File: src/rtl/sobel_frame_sched.sv
// Frame scheduler for a 3x3 Sobel filter: walks output pixels in raster order,
// streams nine zero-padded taps per pixel, collects per-channel results, writes back.
module sobel_frame_sched #(
  parameter int DIM_W  = 8,
  parameter int ADDR_W = 16
) (
  input  logic              i_clk,
  input  logic              i_rst,
  input  logic              i_start,
  input  logic [DIM_W-1:0]  i_width,
  input  logic [DIM_W-1:0]  i_height,
  output logic              o_busy,
  output logic              o_done,
  output logic              o_src_rd,
  output logic [ADDR_W-1:0] o_src_addr,
  input  logic [23:0]       i_src_data,
  output logic              o_rgb_vld,
  output logic [23:0]       o_rgb_data,
  input  logic              i_rgb_busy,
  input  logic              i_result_r_vld,
  input  logic [7:0]        i_result_r_data,
  output logic              o_result_r_busy,
  input  logic              i_result_g_vld,
  input  logic [7:0]        i_result_g_data,
  output logic              o_result_g_busy,
  input  logic              i_result_b_vld,
  input  logic [7:0]        i_result_b_data,
  output logic              o_result_b_busy,
  output logic              o_dst_wr,
  output logic [ADDR_W-1:0] o_dst_addr,
  output logic [23:0]       o_dst_data
);

  typedef enum logic [2:0] {
    S_IDLE, S_TAP, S_CAP, S_SEND, S_COLLECT, S_WR, S_DONE
  } state_t;

  localparam logic [DIM_W-1:0] ONE = DIM_W'(1);

  state_t             state_q, state_d;
  logic [DIM_W-1:0]   w_q, w_d, h_q, h_d, x_q, x_d, y_q, y_d;
  logic [3:0]         k_q, k_d;
  logic [23:0]        tap_q, tap_d;
  logic [7:0]         r_q, r_d, g_q, g_d, b_q, b_d;
  logic               rv_q, rv_d, gv_q, gv_d, bv_q, bv_d;

  logic [1:0]         kr, kc;
  logic [DIM_W-1:0]   tx, ty;
  logic               col_ok, row_ok;
  logic [ADDR_W-1:0]  tap_addr, pix_addr;
  logic               cap_r, cap_g, cap_b;
  logic               last_col, last_row;

  // Tap index k maps to row offset kr-1 and column offset kc-1.
  always_comb begin
    kr = 2'd1;
    kc = 2'd1;
    case (k_q)
      4'd0: begin kr = 2'd0; kc = 2'd0; end
      4'd1: begin kr = 2'd0; kc = 2'd1; end
      4'd2: begin kr = 2'd0; kc = 2'd2; end
      4'd3: begin kr = 2'd1; kc = 2'd0; end
      4'd4: begin kr = 2'd1; kc = 2'd1; end
      4'd5: begin kr = 2'd1; kc = 2'd2; end
      4'd6: begin kr = 2'd2; kc = 2'd0; end
      4'd7: begin kr = 2'd2; kc = 2'd1; end
      4'd8: begin kr = 2'd2; kc = 2'd2; end
      default: begin kr = 2'd1; kc = 2'd1; end
    endcase
  end

  always_comb begin
    col_ok = 1'b1;
    tx     = x_q;
    case (kc)
      2'd0:    begin col_ok = (x_q != '0); tx = x_q - ONE; end
      2'd2:    begin col_ok = (({1'b0, x_q} + {1'b0, ONE}) < {1'b0, w_q}); tx = x_q + ONE; end
      default: begin col_ok = 1'b1; tx = x_q; end
    endcase
    row_ok = 1'b1;
    ty     = y_q;
    case (kr)
      2'd0:    begin row_ok = (y_q != '0); ty = y_q - ONE; end
      2'd2:    begin row_ok = (({1'b0, y_q} + {1'b0, ONE}) < {1'b0, h_q}); ty = y_q + ONE; end
      default: begin row_ok = 1'b1; ty = y_q; end
    endcase
  end

  assign tap_addr = ADDR_W'(ty) * ADDR_W'(w_q) + ADDR_W'(tx);
  assign pix_addr = ADDR_W'(y_q) * ADDR_W'(w_q) + ADDR_W'(x_q);
  assign last_col = (x_q == w_q - ONE);
  assign last_row = (y_q == h_q - ONE);
  assign cap_r    = i_result_r_vld & ~rv_q;
  assign cap_g    = i_result_g_vld & ~gv_q;
  assign cap_b    = i_result_b_vld & ~bv_q;

  always_comb begin
    state_d = state_q;
    w_d = w_q;   h_d = h_q;   x_d = x_q;   y_d = y_q;   k_d = k_q;
    tap_d = tap_q;
    r_d = r_q;   g_d = g_q;   b_d = b_q;
    rv_d = rv_q; gv_d = gv_q; bv_d = bv_q;
    o_busy          = (state_q != S_IDLE);
    o_done          = 1'b0;
    o_src_rd        = 1'b0;
    o_src_addr      = '0;
    o_rgb_vld       = 1'b0;
    o_rgb_data      = '0;
    o_result_r_busy = 1'b1;
    o_result_g_busy = 1'b1;
    o_result_b_busy = 1'b1;
    o_dst_wr        = 1'b0;
    o_dst_addr      = '0;
    o_dst_data      = '0;
    unique case (state_q)
      S_IDLE: begin
        if (i_start) begin
          w_d = i_width;
          h_d = i_height;
          x_d = '0;
          y_d = '0;
          k_d = '0;
          state_d = (i_width == '0 || i_height == '0) ? S_DONE : S_TAP;
        end
      end
      S_TAP: begin
        if (col_ok && row_ok) begin
          o_src_rd   = 1'b1;
          o_src_addr = tap_addr;
          state_d    = S_CAP;
        end else begin
          tap_d   = '0;
          state_d = S_SEND;
        end
      end
      S_CAP: begin
        tap_d   = i_src_data;
        state_d = S_SEND;
      end
      S_SEND: begin
        o_rgb_vld  = 1'b1;
        o_rgb_data = tap_q;
        if (!i_rgb_busy) begin
          if (k_q == 4'd8) begin
            state_d = S_COLLECT;
          end else begin
            k_d     = k_q + 4'd1;
            state_d = S_TAP;
          end
        end
      end
      S_COLLECT: begin
        o_result_r_busy = rv_q;
        o_result_g_busy = gv_q;
        o_result_b_busy = bv_q;
        if (cap_r) r_d = i_result_r_data;
        if (cap_g) g_d = i_result_g_data;
        if (cap_b) b_d = i_result_b_data;
        rv_d = rv_q | cap_r;
        gv_d = gv_q | cap_g;
        bv_d = bv_q | cap_b;
        if (rv_d && gv_d && bv_d) state_d = S_WR;
      end
      S_WR: begin
        o_dst_wr   = 1'b1;
        o_dst_addr = pix_addr;
        o_dst_data = {r_q, g_q, b_q};
        rv_d = 1'b0;
        gv_d = 1'b0;
        bv_d = 1'b0;
        k_d  = '0;
        if (last_col) begin
          x_d     = '0;
          y_d     = y_q + ONE;
          state_d = last_row ? S_DONE : S_TAP;
        end else begin
          x_d     = x_q + ONE;
          state_d = S_TAP;
        end
      end
      S_DONE: begin
        o_done  = 1'b1;
        state_d = S_IDLE;
      end
      default: state_d = S_IDLE;
    endcase
  end

  always_ff @(posedge i_clk) begin
    if (i_rst) begin
      state_q <= S_IDLE;
      w_q <= '0; h_q <= '0; x_q <= '0; y_q <= '0; k_q <= '0;
      tap_q <= '0;
      r_q <= '0; g_q <= '0; b_q <= '0;
      rv_q <= 1'b0; gv_q <= 1'b0; bv_q <= 1'b0;
    end else begin
      state_q <= state_d;
      w_q <= w_d; h_q <= h_d; x_q <= x_d; y_q <= y_d; k_q <= k_d;
      tap_q <= tap_d;
      r_q <= r_d; g_q <= g_d; b_q <= b_d;
      rv_q <= rv_d; gv_q <= gv_d; bv_q <= bv_d;
    end
  end

endmodule

File: config.mk
export PLATFORM = sky130hd
export DESIGN_NAME = sobel_frame_sched
export DESIGN_NICKNAME = d
export VERILOG_FILES = /design/src/rtl/sobel_frame_sched.sv
export SDC_FILE = /design/constraint.sdc
export NUM_CORES = 1
export LEC_CHECK = 0
export CORE_ASPECT_RATIO = 1.4
export CORE_MARGIN = 2
export CORE_UTILIZATION = 50
export DETAILED_ROUTE_END_ITERATION = 7
export GPL_ROUTABILITY_DRIVEN = 0
export PLACE_DENSITY = 0.78
export SKIP_LAST_GASP = 1
export SYNTH_ARGS = -nofsm -noshare
export SYNTH_HDL_FRONTEND = slang
export SYNTH_SLANG_ARGS = --single-unit
File: constraint.sdc
create_clock -name i_clk -period 7.7 [get_ports i_clk]
set_input_delay 2.31 -clock i_clk [delete_from_list [all_inputs] [get_ports i_clk]]
set_output_delay 2.31 -clock i_clk [all_outputs]
set_load 0.005 [all_outputs]
==> results.ini, run 1 <==
[run_status]
status = finished with violations
violations = negative setup slack

[global_routing]
grt_use_total = 0.2609
grt_max_degree = 67
grt_overflow = 0
antenna_found_initial = 0
grt_pass1_wl_um = 47580
grt_pass1_vias = 10140

[layout]
fin_nets = 1781
stdcell_area_mm2 = 0.01370
utilization = 0.6687
final.fill_count = 1642
diodes = 0
layout_commonest_cell = nand2_1
syn2layout_area_growth_pct = 31.86
drive_gt1_frac = 0.1672
final_cell_mix = 164 x nand2_1, 157 x inv_1, 147 x clkdlybuf4s50_1

[job]
maxCapViolations = 0

[power_and_ir_drop]
p_total_uw = 3354
power-per-cell-area_mw_per_mm2 = 244.9
leakage_uw = 0.006226
ir_worst_vdd_uv = 277.1

[timing]
min_period_ps = 7715
period_share = 1.002
setup-violations-final = 4
slew_viol_final = 0
slew_headroom = 0.1920
timing.fmax_mhz = 129.6
skew_ps = 11.18
fin_setup_tns_ps = -29.15
final_hold_viol_count = 0
fin_hold_ws_ps = 452.1
grt_setup_unrepaired = yes
max_slew.worst_pin.slew_ps = 1208
finalWorstSetupSlack_ps = -14.86

[worst_setup_path]
timing.critical_path.buf_inv = 7
startpoint_type = register
worstSetupPathType = reg -> out
cp_data_arrival_time_ps = 5400
path_common_cell = fa_1
crit_chain = buf_6 > inv_4 > ha_1 > xor2_1 > o21ai_1 > nand2_1 > fa_1 > fa_1 > inv_1 > fa_1 > inv_2 > fa_1 > inv_2 > ha_4 > a21oi_4 > nor2b_4 > a311oi_4 > a211o_1 > buf_6 > nor2_1 > o31a_1 > clkbuf_2
startpoint = y_q[0]
crit_path_end_kind = output pin
worstPathMaxFanout = 4
rr_startpoint = x_q[0]
crit_slowest_cell = fa_1
path_delay_family = adder cells
cpPeakStageDelay_ps = 560
cp_data_required_time_ps = 5390

[synth]
syn_area_per_cell_um2 = 8.002
synth_cell_types = 76
synth_area_mm2 = 0.01039
synth_top_area_share = 0.1812
syn_nets = 1559
synth_seq_cells = 94
synth_flop_cell = dfxtp_1
synth_edf_count = 0
yosysTopAreaCell = dfxtp_1
synthArstFlopShare = 0
synth_cells = 1298
synthTopCellsByArea = dfxtp_1 18%, fa_1 17%, ha_1 12%, nand2_1 6.0%, inv_1 5.9%
synth_seq_area_share = 0.1812
yosys_warnings = 0

[routing]
num_vias = 9935
post_drt_wl_per_cell_um = 16.33
drc = 0
routed_wirelength_um = 29090
antenna_left = 0
drt_iter0_drc = 625
drt_pass1_iterations = 6
vias_per_cell = 5.578

[floorplan]
die_y_um = 174.5
start_util = 0.5071
num_rows = 62
ios = 159
dieArea_mm2 = 0.02196
die_x_um = 125.8
core_mm2 = 0.02048

[clock_network]
cts.reportedPaths.clkPinSlew_ps = 70
holdBufCountCts = 0
cts_buffer_depth = 2
numCtsBuffers = 9
clock_latency_ps = 350
cts.htree.levels = 3
cts.sinks = 94
cts_tree = yes
cts_root_buf = clkbuf_16

[place]
placed_cell_area_mm2 = 0.01280
place_hpwl_um = 22230
portBuffers = 158

[worst_hold_path]
worstHoldStart = g_q[6]
hp-class = reg -> reg

## worst register-to-register path, delay by kind of cell, from the launching register on
family,cells,cell delay [ps]
flip-flops,1,400
XOR/XNOR,1,140
adder cells (fa/ha/maj),2,420
AO/OA/AOI/OAI,5,1700
AND/OR/NAND/NOR,2,650
buffers and inverters,3,390
## Yosys cell counts (3+ instances only)
| library cell | n |
|---|---|
| nand2b_1 | 5 |
| a31oi_1 | 10 |
| a211oi_1 | 7 |
| buf_1 | 6 |
| nor4_1 | 18 |
| a21o_1 | 6 |
| mux2i_1 | 5 |
| o31ai_1 | 4 |
| nand2_1 | 167 |
| a211o_1 | 4 |
| o21ai_1 | 5 |
| o21ai_0 | 22 |
| xnor2_1 | 38 |
| or3_1 | 4 |
| nand4_1 | 9 |
| a21oi_1 | 69 |
| o22ai_1 | 6 |
| dfxtp_1 | 94 |
| a221o_1 | 3 |
| inv_1 | 164 |
| o21a_1 | 12 |
| nor3_2 | 3 |
| and2_1 | 76 |
| a32oi_1 | 4 |
| fa_1 | 88 |
| buf_2 | 8 |
| clkbuf_1 | 53 |
| o211ai_1 | 3 |
| and3_1 | 34 |
| nor3_1 | 20 |
| nand3_1 | 45 |
| ha_1 | 102 |
| nor3b_1 | 6 |
| a22o_1 | 25 |
| o32ai_1 | 3 |
| xor2_1 | 24 |
| nor2b_1 | 9 |
| or2_2 | 4 |
| nor2_1 | 90 |
## through the flow
stage / cells / setup WS, ps
after floorplan: 1298 / 33.36
after global placement: 1748 / -179.5
after global routing: 1781 / -247.4
after detailed placement: 1748 / -341.3
after CTS: 1774 / -72.51
final: 1781 / -14.86
## logic make-up after synthesis
logic type | Yosys count | share of synthesized area
AO/OA/AOI/OAI | 206 | 0.1387
XOR/XNOR | 62 | 0.05228
adder cells (fa/ha/maj) | 190 | 0.2925
buffers and inverters | 234 | 0.08710
flip-flops | 94 | 0.1812
multiplexers | 6 | 0.005903
AND/OR/NAND/NOR | 506 | 0.2424
## final timing paths
kind | depth (start not counted) | end | slack, ps
max | 22 | o_src_addr[15] | -10
min | 2 | g_q[6] | 450
max reg2reg | 13 | tap_q[9] | 3950
min reg2reg | 2 | g_q[6] | 450
## layer usage
metal,vias up,wire [um],part of all wire,track usage
met2,381,14970,0.51,0.4845
met5,-,0,0,0
met4,0,1104,0.038,0.09615
met1,4724,11260,0.39,0.2987
li1,4751,-,-,-
met3,79,1753,0.060,0.04217
## layout make-up
| type | count | area, um2 | area share |
|---|---|---|---|
| Timing Repair Buffer | 281 | 2506 | 0.1830 |
| Multi-Input combinational cell | 970 | 8028 | 0.5862 |
| Inverter | 164 | 620.6 | 0.04531 |
| Clock buffer | 10 | 229.0 | 0.01672 |
| Tap cell | 256 | 320.3 | 0.02339 |
| Clock inverter | 6 | 71.32 | 0.005207 |
| Sequential cell | 94 | 1921 | 0.1402 |
## report_power, final
| part | total (uW) | leakage [uW] | switching, uW | internal [uW] |
|---|---|---|---|---|
| clock network | 455 | 0.000145 | 200 | 255 |
| logic | 2320 | 0.00531 | 1170 | 1150 |
| registers | 578 | 0.000772 | 59.0 | 519 |
| total | 3350 | 0.00623 | 1430 | 1920 |
## flip-flops by register name (all words and copies together), names as in the netlist
signal / count
b_q: 8
bv_q: 1
g_q: 8
gv_q: 1
h_q: 8
k_q: 4
kc: 2
kr: 2
r_q: 8
rv_q: 1
state_q: 3
tap_q: 24
w_q: 8
x_q: 8
y_q: 8
## what timing repair did
item | in CTS | in global routing
setup buffers | 10 | 7
pin swaps | 31 | 41
gates resized for setup | 77 | 73
setup endpoints to repair | 13 | 15
Power figures use the tool's default switching activity.
==> inputs of run 2 (changes only) <==
- CORE_UTILIZATION: 50 -> 35
- PLACE_DENSITY: 0.78 -> default
==> results.ini, run 2 (same netlist as run 1, synthesis figures left out) <==
[timing]
timing.fmax_mhz = 130.5  ; was 129.6 MHz
fin_setup_tns_ps = 0  ; was -29.15 ps
setup-violations-final = 0  ; was 4
period_share = 0.9950  ; was 1.002
finalWorstSetupSlack_ps = 38.21  ; was -14.86 ps
grt_setup_unrepaired = yes  ; unchanged
min_period_ps = 7662  ; was 7715 ps
slew_headroom = 0.3424  ; was 0.1920
max_slew.worst_pin.slew_ps = 982.8  ; was 1208 ps
skew_ps = 5.927  ; was 11.18 ps
final_hold_viol_count = 0  ; unchanged
slew_viol_final = 0  ; unchanged
fin_hold_ws_ps = 453.2  ; was 452.1 ps

[job]
maxCapViolations = 0  ; unchanged

[routing]
wl_met3_um = 1871  ; was 1753 um
drt_iter0_drc = 313  ; was 625
wl_met1_um = 11840  ; was 11260 um
drc = 0  ; unchanged
antenna_left = 0  ; unchanged
post_drt_wl_per_cell_um = 16.35  ; was 16.33 um
num_vias = 9730  ; was 9935
drt_pass1_iterations = 5  ; was 6
routed_wirelength_um = 31250  ; was 29090 um
dr.max_layer_used = met4  ; unchanged
route.met2.wl_um = 15990  ; was 14970 um
vias_per_cell = 5.092  ; was 5.578

[worst_setup_path]
timing.critical_path.buf_inv = 8  ; was 7
worstSetupPathType = reg -> out  ; unchanged
rrSetupSlack_ps = 4160  ; was 3950 ps
worstSetupPathDepth = 24  ; was 22
startpoint_type = register  ; unchanged
crit_path_end_kind = output pin  ; unchanged
ff2ff_path_depth = 14  ; was 13
crit_slowest_cell = fa_1  ; unchanged
cpPeakStageDelay_ps = 530  ; was 560 ps
crit_chain = nor4_4 > buf_4 > buf_6 > nand3_2 > o21ai_2 > xor2_1 > buf_4 > nand2_2 > fa_1 > inv_2 > fa_1 > inv_1 > fa_2 > fa_1 > inv_2 > ha_4 > buf_4 > o21ai_2 > o21a_1 > nor3_2 > o22ai_1 > xnor2_1 > and2_1 > dlygate4sd2_1  ; was buf_6 > inv_4 > ha_1 > xor2_1 > o21ai_1 > nand2_1 > fa_1 > fa_1 > inv_1 > fa_1 > inv_2 > fa_1 > inv_2 > ha_4 > a21oi_4 > nor2b_4 > a311oi_4 > a211o_1 > buf_6 > nor2_1 > o31a_1 > clkbuf_2
worstPathMaxFanout = 6  ; was 4
cp_data_required_time_ps = 5390  ; about the same
path_delay_family = adder cells  ; unchanged
cp_data_arrival_time_ps = 5350  ; was 5400 ps

[floorplan]
start_util = 0.3561  ; was 0.5071
die_y_um = 207.8  ; was 174.5 um
num_rows = 74  ; was 62
ios = 159  ; unchanged
core_mm2 = 0.02917  ; was 0.02048 mm2
dieArea_mm2 = 0.03109  ; was 0.02196 mm2
die_x_um = 149.6  ; was 125.8 um

[layout]
seq_area_mm2 = 0.001923  ; was 0.001921 mm2
largest-register = tap_q  ; unchanged
drive_gt1_frac = 0.1698  ; was 0.1672
largest_reg_flops = 24  ; unchanged
fin_nets = 1787  ; was 1781
utilization = 0.4742  ; was 0.6687
syn2layout_area_growth_pct = 33.17  ; was 31.86%
diodes = 0  ; unchanged
final_cell_mix = 162 x nand2_1, 157 x inv_1, 146 x clkdlybuf4s50_1  ; was 164 x nand2_1, 157 x inv_1, 147 x clkdlybuf4s50_1
multiInputGateArea_mm2 = 0.008008  ; was 0.008028 mm2
final.fill_count = 2883  ; was 1642
layout_commonest_cell = nand2_1  ; unchanged

[worst_hold_path]
hp-class = reg -> reg  ; unchanged
min_delay_path_depth = 2  ; unchanged

[clock_network]
cts_tree = yes  ; unchanged
cts_root_buf = clkbuf_16  ; unchanged
cts.htree.levels = 3  ; unchanged
cts_buffer_depth = 2  ; unchanged
cts.sinks = 94  ; unchanged
holdBufCountCts = 0  ; unchanged
cts.reportedPaths.clkPinSlew_ps = 60  ; was 70 ps
clock_latency_ps = 360  ; was 350 ps
numCtsBuffers = 9  ; unchanged

[place]
place_ws_ps = -250.3  ; was -341.3 ps
portBuffers = 158  ; unchanged
place_hpwl_um = 24770  ; was 22230 um

[global_routing]
grt_overflow = 0  ; unchanged
antenna_found_initial = 0  ; unchanged
grt_pass1_wl_um = 50380  ; was 47580 um
grt_pass1_vias = 10010  ; was 10140
grt_use_total = 0.2012  ; was 0.2609
grt_max_degree = 67  ; unchanged

[power_and_ir_drop]
ir_worst_vdd_uv = 289.6  ; was 277.1 uV
leakage_uw = 0.006235  ; was 0.006226 uW
p_total_uw = 3143  ; was 3354 uW
power-per-cell-area_mw_per_mm2 = 227.2  ; was 244.9 mW/mm2

[run_status]
status = complete, no violations  ; was finished with violations

-- run 2: cell type report --
| type | count | share of cell area |
|---|---|---|
| Tap cell | 380 | 0.03438 |
| Multi-Input combinational cell | 970 | 0.5790 |
| Sequential cell | 94 | 0.1390 |
| Timing Repair Buffer | 287 | 0.1836 |
| Clock buffer | 13 | 0.01809 |
| Clock inverter | 3 | 0.001447 |
| Inverter | 164 | 0.04451 |
-- run 2: layer usage --
metal | vias to the layer above | GRT usage
met5 | - | 0
met2 | 297 | 0.3608
met4 | 0 | 0.09852
met3 | 81 | 0.03868
li1 | 4769 | -
met1 | 4583 | 0.2243
-- run 2: what timing repair did --
action	in CTS	in global routing
setup endpoints to repair	15	15
endpoints found under the hold margin	0	0
pin swaps	30	39
setup buffers	7	6
resized for setup	70	73
-- run 2: worst paths after layout --
check	from	to
min reg2reg	g_q[1]	g_q[1]
min	g_q[1]	g_q[1]
max	kr[0]	o_src_addr[14]
max reg2reg	x_q[0]	tap_q[0]
-- run 2: where the power goes --
group	internal [uW]	leakage, uW	switching (uW)	total (uW)
registers	519	0.000771	43.6	562
logic	1050	0.00534	1110	2160
clock network	228	0.000126	191	419
total	1790	0.00623	1350	3140
-- run 2: through the flow --
stage | area (um2) | instances
2_1_floorplan | 10390 | 1298
3_3_place_gp | 13040 | 1883
3_5_place_dp | 13040 | 1883
4_1_cts | 13520 | 1905
5_1_grt | 13830 | 1911
6_report | 13830 | 1911
-- run 2: worst min-delay path, cell delays in order (launching register included) --
cell and delay, ps:
dfxtp_1 310, nand2_1 50, a21oi_1 50
==> inputs of run 3 (changes only) <==
- GPL_ROUTABILITY_DRIVEN: 0 -> default
==> results.ini, run 3 (same netlist as run 1, synthesis figures left out) <==
[run_status]
status = complete, no violations  ; unchanged

[layout]
largest-register = tap_q  ; unchanged
layout_commonest_cell = nand2_1  ; unchanged
seq_area_mm2 = 0.001908  ; was 0.001923 mm2
final_cell_mix = 160 x nand2_1, 155 x inv_1, 148 x clkdlybuf4s50_1  ; was 162 x nand2_1, 157 x inv_1, 146 x clkdlybuf4s50_1
diodes = 0  ; unchanged
largest_reg_flops = 24  ; unchanged
syn2layout_area_growth_pct = 33.62  ; was 33.17%
drive_gt1_frac = 0.1737  ; was 0.1698
fin_nets = 1794  ; was 1787
multiInputGateArea_mm2 = 0.007980  ; was 0.008008 mm2
final.fill_count = 2927  ; was 2883

[clock_network]
cts_buffer_depth = 2  ; unchanged
cts.reportedPaths.clkPinSlew_ps = 70  ; was 60 ps
cts.htree.levels = 3  ; unchanged
cts_root_buf = clkbuf_16  ; unchanged
cts.sinks = 94  ; unchanged
holdBufCountCts = 0  ; unchanged
clock_latency_ps = 360  ; about the same
numCtsBuffers = 9  ; unchanged
cts_tree = yes  ; unchanged

[global_routing]
grt_max_degree = 40  ; was 67
grt_pass1_wl_um = 50490  ; was 50380 um
grt_overflow = 0  ; unchanged
grt_use_total = 0.2033  ; was 0.2012
grt_pass1_vias = 9981  ; was 10010
antenna_found_initial = 0  ; unchanged

[worst_setup_path]
worstSetupPathType = reg -> out  ; unchanged
worstPathMaxFanout = 5  ; was 6
crit_path_end_kind = output pin  ; unchanged
path_delay_family = adder cells  ; unchanged
cp_data_required_time_ps = 5390  ; about the same
timing.critical_path.buf_inv = 10  ; was 8
startpoint_type = register  ; unchanged
cpPeakStageDelay_ps = 530  ; about the same
cp_data_arrival_time_ps = 5340  ; was 5350 ps
crit_slowest_cell = fa_2  ; was fa_1

[routing]
drc = 0  ; unchanged
num_vias = 9671  ; was 9730
post_drt_wl_per_cell_um = 16.48  ; was 16.35 um
routed_wirelength_um = 31580  ; was 31250 um
vias_per_cell = 5.045  ; was 5.092
drt_iter0_drc = 423  ; was 313
antenna_left = 0  ; unchanged
drt_pass1_iterations = 5  ; unchanged

[floorplan]
num_rows = 74  ; unchanged
start_util = 0.3561  ; unchanged
die_x_um = 149.6  ; unchanged
core_mm2 = 0.02917  ; unchanged
ios = 159  ; unchanged
dieArea_mm2 = 0.03109  ; unchanged
die_y_um = 207.8  ; unchanged

[job]
maxCapViolations = 0  ; unchanged

[place]
place_hpwl_um = 25300  ; was 24770 um
portBuffers = 158  ; unchanged
gp_congestion = 0.9597
place_ws_ps = -232.4  ; was -250.3 ps

[timing]
slew_headroom = 0.3019  ; was 0.3424
slew_viol_final = 0  ; unchanged
max_slew.worst_pin.slew_ps = 1043  ; was 982.8 ps
finalWorstSetupSlack_ps = 50.43  ; was 38.21 ps
skew_ps = 8.318  ; was 5.927 ps
fin_setup_tns_ps = 0  ; unchanged
min_period_ps = 7650  ; was 7662 ps
period_share = 0.9935  ; was 0.9950
timing.fmax_mhz = 130.7  ; was 130.5 MHz
grt_setup_unrepaired = yes  ; unchanged
setup-violations-final = 0  ; unchanged
fin_hold_ws_ps = 449.4  ; was 453.2 ps
final_hold_viol_count = 0  ; unchanged

[power_and_ir_drop]
power-per-cell-area_mw_per_mm2 = 230.5  ; was 227.2 mW/mm2
ir_worst_vdd_uv = 259.2  ; was 289.6 uV
leakage_uw = 0.006201  ; was 0.006235 uW

[worst_hold_path]
hp-class = reg -> reg  ; unchanged

[run 3: cell types whose count changed in the layout (fill, tap and decap cells not counted), sizes merged]
cell / delta
buf: +9
bufinv: +2
clkbuf: -4
clkdlybuf4s50: +2
clkinv: +1
clkinvlp: -1
dlygate4sd2: -2
dlymetal6s2s: -2
inv: +1
[run 3: power by group]
part | internal, uW | switching [uW] | leakage [uW]
logic | 1070 | 1070 | 0.00528
clock network | 283 | 199 | 0.000152
registers | 520 | 60.3 | 0.000769
total | 1870 | 1330 | 0.00620
[run 3: worst paths after layout]
check / start / endpoint / slack [ps] / cells after the start
min: g_q[6] / g_q[6] / 450 / 2
min reg2reg: g_q[6] / g_q[6] / 450 / 2
max: y_q[0] / o_src_addr[12] / 50 / 26
max reg2reg: y_q[0] / tap_q[8] / 4110 / 13
[run 3: area by class of cell]
type / instances / share of cell area
Multi-Input combinational cell: 970 / 0.5750
Tap cell: 380 / 0.03426
Clock buffer: 9 / 0.01623
Sequential cell: 94 / 0.1375
Clock inverter: 6 / 0.006221
Inverter: 164 / 0.04472
Timing Repair Buffer: 294 / 0.1861
[run 3: timing repair]
action / CTS / global route
pin swaps: 34 / 45
buffers inserted: 5 / 9
resized for setup: 70 / 69
setup endpoints to repair: 13 / 14
[run 3: routing by layer]
layer  share of wire  GRT usage  vias to the layer above
met5               0          0                        -
met4           0.050    0.09885                        0
met3           0.055    0.03824                       63
met2            0.51     0.3684                      260
met1            0.39     0.2241                     4580
li1                -          -                     4768
[run 3: worst reg2reg max path: stages (launching register included)]
cell	delay [ps]
dfxtp_4	400
buf_4	120
buf_6	110
nand3_1	80
xnor2_1	320
buf_4	190
inv_1	40
ha_1	280
a21o_1	160
a211o_1	300
o31ai_1	270
o221ai_1	170
o21ai_2	800
a22o_1	280
[run 3: through the flow]
| stage | total power [uW] | util | std cells | instance area [um2] |
|---|---|---|---|---|
| floorplan | 1749 | - | 1298 | 10390 |
| global placement | 2284 | 0.4485 | 1889 | 13080 |
| detailed placement | 2306 | 0.4485 | 1889 | 13080 |
| CTS | 3013 | 0.4678 | 1909 | 13640 |
| global route | 3494 | 0.4758 | 1917 | 13880 |
| finish | 3199 | 0.4758 | 1917 | 13880 |
